## src/rtl/matmul_job_sequencer.sv

```systemverilog
// Job-level sequencer for the systolic matmul tile: accepts and validates one command,
// derives the pre-divided size operands, and times control-block reset, run and drain.
module matmul_job_sequencer #(
    parameter int N1           = 4,
    parameter int N2           = 4,
    parameter int MATRIXSIZE_W = 16,
    parameter int ADDR_W_A     = 12,
    parameter int ADDR_W_B     = 12,
    parameter int DRAIN_LAT    = 2
) (
    input  logic                    clk,
    input  logic                    rst_n,
    input  logic                    cmd_valid,
    output logic                    cmd_ready,
    input  logic [MATRIXSIZE_W-1:0] cmd_m1,
    input  logic [MATRIXSIZE_W-1:0] cmd_m2,
    input  logic [MATRIXSIZE_W-1:0] cmd_m3,
    input  logic                    abort,
    output logic                    ctrl_rst,
    output logic [MATRIXSIZE_W-1:0] M2,
    output logic [MATRIXSIZE_W-1:0] M1dN1,
    output logic [MATRIXSIZE_W-1:0] M3dN2,
    output logic [MATRIXSIZE_W-1:0] M1xM3dN1xN2,
    output logic                    busy,
    output logic                    done,
    output logic                    aborted,
    output logic                    err,
    output logic [2:0]              err_code
);
    localparam int MW        = MATRIXSIZE_W;
    localparam int PW        = 2 * MATRIXSIZE_W;
    localparam int LOG_N1    = $clog2(N1);
    localparam int LOG_N2    = $clog2(N2);
    localparam int DRAIN_LEN = N1 + N2 + DRAIN_LAT;
    localparam int DW        = $clog2(DRAIN_LEN) + 1;

    localparam logic [MW-1:0] N1_MASK    = MW'(N1 - 1);
    localparam logic [MW-1:0] N2_MASK    = MW'(N2 - 1);
    localparam logic [PW:0]   A_LIMIT    = (PW + 1)'(1) << ADDR_W_A;
    localparam logic [PW:0]   B_LIMIT    = (PW + 1)'(1) << ADDR_W_B;
    localparam logic [DW-1:0] DRAIN_LAST = DW'(DRAIN_LEN - 1);

    typedef enum logic [2:0] {
        S_IDLE,
        S_LOAD,
        S_CALC,
        S_RUN,
        S_DRAIN,
        S_DONE,
        S_ERR
    } state_t;

    state_t        state_q, state_d;
    logic [MW-1:0] m1_q, m1_d, m2_q, m2_d, m3_q, m3_d;
    logic [MW-1:0] m2o_q, m2o_d, m1dn1_q, m1dn1_d, m3dn2_q, m3dn2_d, p_q, p_d;
    logic [2:0]    err_code_q, err_code_d;
    logic [PW-1:0] run_total_q, run_total_d, run_cntr_q, run_cntr_d;
    logic [DW-1:0] drain_cntr_q, drain_cntr_d;
    logic          aborted_q, aborted_d;

    logic [MW-1:0] m1_div, m3_div;
    logic [PW-1:0] p_full, a_words, b_words;
    logic [2:0]    load_code;

    // Validation of the latched command; the lowest-numbered failing check is reported.
    always_comb begin
        m1_div  = m1_q >> LOG_N1;
        m3_div  = m3_q >> LOG_N2;
        p_full  = {{MW{1'b0}}, m1_div} * {{MW{1'b0}}, m3_div};
        a_words = {{MW{1'b0}}, m1_div} * {{MW{1'b0}}, m2_q};
        b_words = {{MW{1'b0}}, m3_div} * {{MW{1'b0}}, m2_q};
        load_code = 3'd0;
        if ((m1_q == '0) || (m2_q == '0) || (m3_q == '0)) begin
            load_code = 3'd1;
        end else if ((m1_q & N1_MASK) != '0) begin
            load_code = 3'd2;
        end else if ((m3_q & N2_MASK) != '0) begin
            load_code = 3'd3;
        end else if (p_full[PW-1:MW] != '0) begin
            load_code = 3'd4;
        end else if ({1'b0, a_words} > A_LIMIT) begin
            load_code = 3'd5;
        end else if ({1'b0, b_words} > B_LIMIT) begin
            load_code = 3'd6;
        end
    end

    always_comb begin
        state_d      = state_q;
        m1_d         = m1_q;
        m2_d         = m2_q;
        m3_d         = m3_q;
        m2o_d        = m2o_q;
        m1dn1_d      = m1dn1_q;
        m3dn2_d      = m3dn2_q;
        p_d          = p_q;
        err_code_d   = err_code_q;
        run_total_d  = run_total_q;
        run_cntr_d   = run_cntr_q;
        drain_cntr_d = drain_cntr_q;
        aborted_d    = 1'b0;
        case (state_q)
            S_IDLE: begin
                if (cmd_valid) begin
                    m1_d       = cmd_m1;
                    m2_d       = cmd_m2;
                    m3_d       = cmd_m3;
                    err_code_d = 3'd0;
                    state_d    = S_LOAD;
                end
            end
            S_LOAD: begin
                // Size outputs are captured here even on rejection so the host can inspect them.
                m2o_d   = m2_q;
                m1dn1_d = m1_div;
                m3dn2_d = m3_div;
                p_d     = p_full[MW-1:0];
                if (load_code != 3'd0) begin
                    err_code_d = load_code;
                    state_d    = S_ERR;
                end else begin
                    state_d = S_CALC;
                end
            end
            S_CALC: begin
                run_total_d = {{MW{1'b0}}, p_q} * {{MW{1'b0}}, m2o_q};
                run_cntr_d  = '0;
                state_d     = S_RUN;
            end
            S_RUN: begin
                if (abort) begin
                    aborted_d = 1'b1;
                    state_d   = S_IDLE;
                end else if (run_cntr_q == run_total_q - PW'(1)) begin
                    drain_cntr_d = '0;
                    state_d      = S_DRAIN;
                end else begin
                    run_cntr_d = run_cntr_q + PW'(1);
                end
            end
            S_DRAIN: begin
                // Abort takes priority over completion on the final drain cycle.
                if (abort) begin
                    aborted_d = 1'b1;
                    state_d   = S_IDLE;
                end else if (drain_cntr_q == DRAIN_LAST) begin
                    state_d = S_DONE;
                end else begin
                    drain_cntr_d = drain_cntr_q + DW'(1);
                end
            end
            S_DONE:  state_d = S_IDLE;
            S_ERR:   state_d = S_IDLE;
            default: state_d = S_IDLE;
        endcase
    end

    always_ff @(posedge clk or negedge rst_n) begin
        if (!rst_n) begin
            state_q      <= S_IDLE;
            m1_q         <= '0;
            m2_q         <= '0;
            m3_q         <= '0;
            m2o_q        <= '0;
            m1dn1_q      <= '0;
            m3dn2_q      <= '0;
            p_q          <= '0;
            err_code_q   <= '0;
            run_total_q  <= '0;
            run_cntr_q   <= '0;
            drain_cntr_q <= '0;
            aborted_q    <= 1'b0;
        end else begin
            state_q      <= state_d;
            m1_q         <= m1_d;
            m2_q         <= m2_d;
            m3_q         <= m3_d;
            m2o_q        <= m2o_d;
            m1dn1_q      <= m1dn1_d;
            m3dn2_q      <= m3dn2_d;
            p_q          <= p_d;
            err_code_q   <= err_code_d;
            run_total_q  <= run_total_d;
            run_cntr_q   <= run_cntr_d;
            drain_cntr_q <= drain_cntr_d;
            aborted_q    <= aborted_d;
        end
    end

    assign cmd_ready   = (state_q == S_IDLE);
    assign busy        = (state_q != S_IDLE);
    assign ctrl_rst    = !((state_q == S_RUN) || (state_q == S_DRAIN));
    assign done        = (state_q == S_DONE);
    assign err         = (state_q == S_ERR);
    assign aborted     = aborted_q;
    assign err_code    = err_code_q;
    assign M2          = m2o_q;
    assign M1dN1       = m1dn1_q;
    assign M3dN2       = m3dn2_q;
    assign M1xM3dN1xN2 = p_q;

endmodule

```

## config.mk

```make
export PLATFORM = sky130hd
export DESIGN_NAME = matmul_job_sequencer
export DESIGN_NICKNAME = d
export VERILOG_FILES = /design/src/rtl/matmul_job_sequencer.sv
export SDC_FILE = /design/constraint.sdc
export NUM_CORES = 2
export LEC_CHECK = 0
export BUFFER_PORTS_ARGS = -buffer_cell sky130_fd_sc_hd__buf_2
export CAP_MARGIN = 20
export CORE_AREA = 2 2 307 309
export CTS_CLUSTER_DIAMETER = 100
export DETAILED_ROUTE_END_ITERATION = 6
export DIE_AREA = 0 0 309 311
export GPL_TIMING_DRIVEN = 0
export SLEW_MARGIN = 20
export SYNTH_ARGS = -nofsm -noshare
export SYNTH_HDL_FRONTEND = slang
export SYNTH_SLANG_ARGS = --single-unit
```

## constraint.sdc

```tcl
create_clock -name clk -period 20.8 [get_ports clk]
set_input_delay 2.08 -clock clk [delete_from_list [all_inputs] [get_ports clk]]
set_output_delay 2.08 -clock clk [all_outputs]
set_load 0.01 [all_outputs]
```

==> impl_results.md <==
- Status: completed
- Critical path depth in cells: 25
- Post-Synthesis Cells: 4689
- Starting density of the core: 0.427
- End of the worst register-to-register path: state_q[2]
- DIE HEIGHT: 311 µm
- Syn avg cell area: 8.46 µm²
- Reg-to-reg slack, setup: 11110 ps
- Worst path most repeated cell: fa_1
- WP buf/inv: 6
- H-tree levels: 4
- Post-synth top flop: dfrtp_1
- Mux contribution to synthesized area: 0.00552
- Max clock buf depth: 2
- Post-synth ARST share: 1.00
- Fmax: 0.103 GHz
- Worst Path Arrival: 10080 ps
- Via count: 32600
- Final worst setup slack: 11110 ps
- Endpoint class of the critical path: register
- Core area: 92800 µm²
- IO Port Bufs: 120
- Clk_lat worst skew: 510 ps
- Root Buffer: clkbuf_16
- CP Launch Type: register
- Post-synthesis instance area: 39600 µm²
- Slew HR: 0.228
- Setup Buffers After CTS: 0
- Slowest cell delay on critical path: 730 ps
- Slowest CP cell: clkbuf_1
- RSZ-0062 raised after global routing: no
- Top Ports: 125
- Worst setup path end: state_q[2]
- Vias in the first global route: 33400
- Via density: 5.34
- Commonest non-fill, non-tap cells in the layout: 919 x nand2_1, 801 x inv_1, 665 x fa_1
- Number of synthesized flops with an enable pin: 0
- Largest cells by area after synthesis: fa_1 34%, ha_1 12%, dfrtp_1 12%
- Sequential share of the synthesized area: 0.116
- Die width: 309 µm
- Hold WC Path Type: reg2reg
- P&R area growth vs syn: 7.26%
- DRT antenna net count: 0
- GP Congestion: 0.955
- Worst EP required: 21190 ps
- Crit path kind: reg2reg
- Clk sink count: 184
- Synthesized flop and latch total: 184
- Fraction of the mapped netlist area in simple logic gates: 0.214
- Post-CTS sizing: 0
- CTS Hold Bufs: 0
- Iteration count of the initial detailed-routing pass: 6
- R2R depth: 25
- Pre-CTS WS: 11260 ps
- Commonest non-fill, non-tap cell in the layout: nand2_1
- Final hold vios: 0
- Cell taking the most area after synthesis: fa_1
- Final max-slew violation count: 0
- Worst hold slack: 477 ps
- Worst-Margin Slew: 1160 ps
- Final critical-path share of the clock period: 0.466
- Synth top area share: 0.336
- Nets: 5939
- RR Startpoint: m2_q[0]
- Clk slew on worst S/H paths: 80 ps
- Top delay family on crit path: adder cells
- Initial drt markers: 2454
- First-pass GRT wire length: 194000 µm
- Minimum clock period: 9690 ps
- Routed wire length: 124000 µm
- Post-synth cell types: 76
- Adder-cell area share of the yosys netlist: 0.458
- Largest net degree at the start of global routing: 70
- GRT Util Overall: 0.265
- CTS tree: yes
- Synth Area in Compound Gates: 0.0749
- Die footprint: 96100 µm²
- Worst Setup SP: m2_q[0]
- Syn. warnings: 0
- Fin Setup TNS: 0 ps
- DPL Wire Length: 102000 µm
- Final setup viols: 0
- Initial antenna violation count: 8
- TritonCTS buffer count: 17
- Crit Path Max Fanout: 10
- Row count: 112
- Maximum Capacitance Violations: 0
- Share of cells above drive strength 1: 0.0400
- Largest family of logic cells by synthesized area: adder cells
- Skew final: 10.9 ps
- Parity-gate share of the synthesized area counting xor and xnor cells: 0.0296
- WL/cell: 20.3 µm
- DRC: 0
- Global route overflow: 0
worst min-delay path by stage:
stage	slack [ps]	startpoint	endpoint	depth (start not counted)
2_1_floorplan	470	run_total_q[31]	run_total_q[31]	2
3_3_place_gp	460	M1dN1[12]	M1dN1[12]	2
3_5_place_dp	460	M1dN1[6]	M1dN1[6]	2
4_1_cts	480	M1dN1[12]	M1dN1[12]	2
5_1_grt	500	M1dN1[10]	M1dN1[10]	2
6_report	480	M1dN1[12]	M1dN1[12]	2
cells by family (layout without fill, tap and decap cells):
logic type               after synthesis  in the layout
AND/OR/NAND/NOR                     1769           1769
buffers and inverters               1066           1221
adder cells (fa/ha/maj)             1053           1053
AO/OA/AOI/OAI                        461            461
flip-flops                           184            184
XOR/XNOR                             134            134
multiplexers                          21             21
other                                  1              5
worst reg2reg max path, delay by kind of cell (launching register included):
| kind | cells | cell delay, ps |
|---|---|---|
| mux | 1 | 380 |
| buf+inv | 6 | 1680 |
| fa+ha+maj | 7 | 3080 |
| flops | 1 | 690 |
| compound gates | 7 | 2310 |
| simple gates | 4 | 1430 |
registers in the layout (all words and copies together) (netlist names):
register and count:
drain_cntr_q 5, M1dN1 14, run_cntr_q 32, M3dN2 14
state_q 3, M2 16, m1_q 16, aborted 1
M1xM3dN1xN2 16, err_code 3, run_total_q 32, m3_q 16
m2_q 16
cell type report:
| class | instances | area (µm²) |
|---|---|---|
| Clock inverter | 12 | 155 |
| Clock buffer | 20 | 457 |
| Sequential cell | 184 | 4600 |
| Antenna cell | 1 | 2.50 |
| Inverter | 801 | 3010 |
| Fill cell | 9389 | 50200 |
| Tap cell | 1254 | 1570 |
| Multi-Input combinational cell | 3442 | 31000 |
| Timing Repair Buffer | 123 | 673 |
| Buffer | 265 | 1030 |
layer usage:
layer  up-vias  track usage  share of wire
met1     16400        0.354           0.42
met5         -            0        0.00022
met2      1134        0.435           0.47
li1      14800            -              -
met3       280       0.0349          0.068
met4         4        0.106          0.045
Yosys cell counts (31+ instances only):
cell type and number:
a21o_1 39, fa_1 665, inv_1 801, nand4_1 31
ha_1 388, nor4_1 35, xnor2_1 85, o21ai_0 113
xor2_1 49, a21oi_1 111, nand3_1 46, dfrtp_1 184
nand2_1 919, nor3_1 52, nor2_1 114, and2_1 444
clkbuf_1 252
per-stage QoR:
| step | cell area, µm² | std cells | util |
|---|---|---|---|
| global route | 42500 | 6101 | 0.458 |
| finish | 42500 | 6102 | 0.458 |
| CTS | 42500 | 6101 | 0.458 |
| global placement | 41800 | 6066 | 0.451 |
| floorplan | 39700 | 4692 | - |
| detailed placement | 41900 | 6069 | 0.452 |
Power is not shown: default switching activity piles up to over one toggle a cycle in this logic, so the estimate is an artifact.
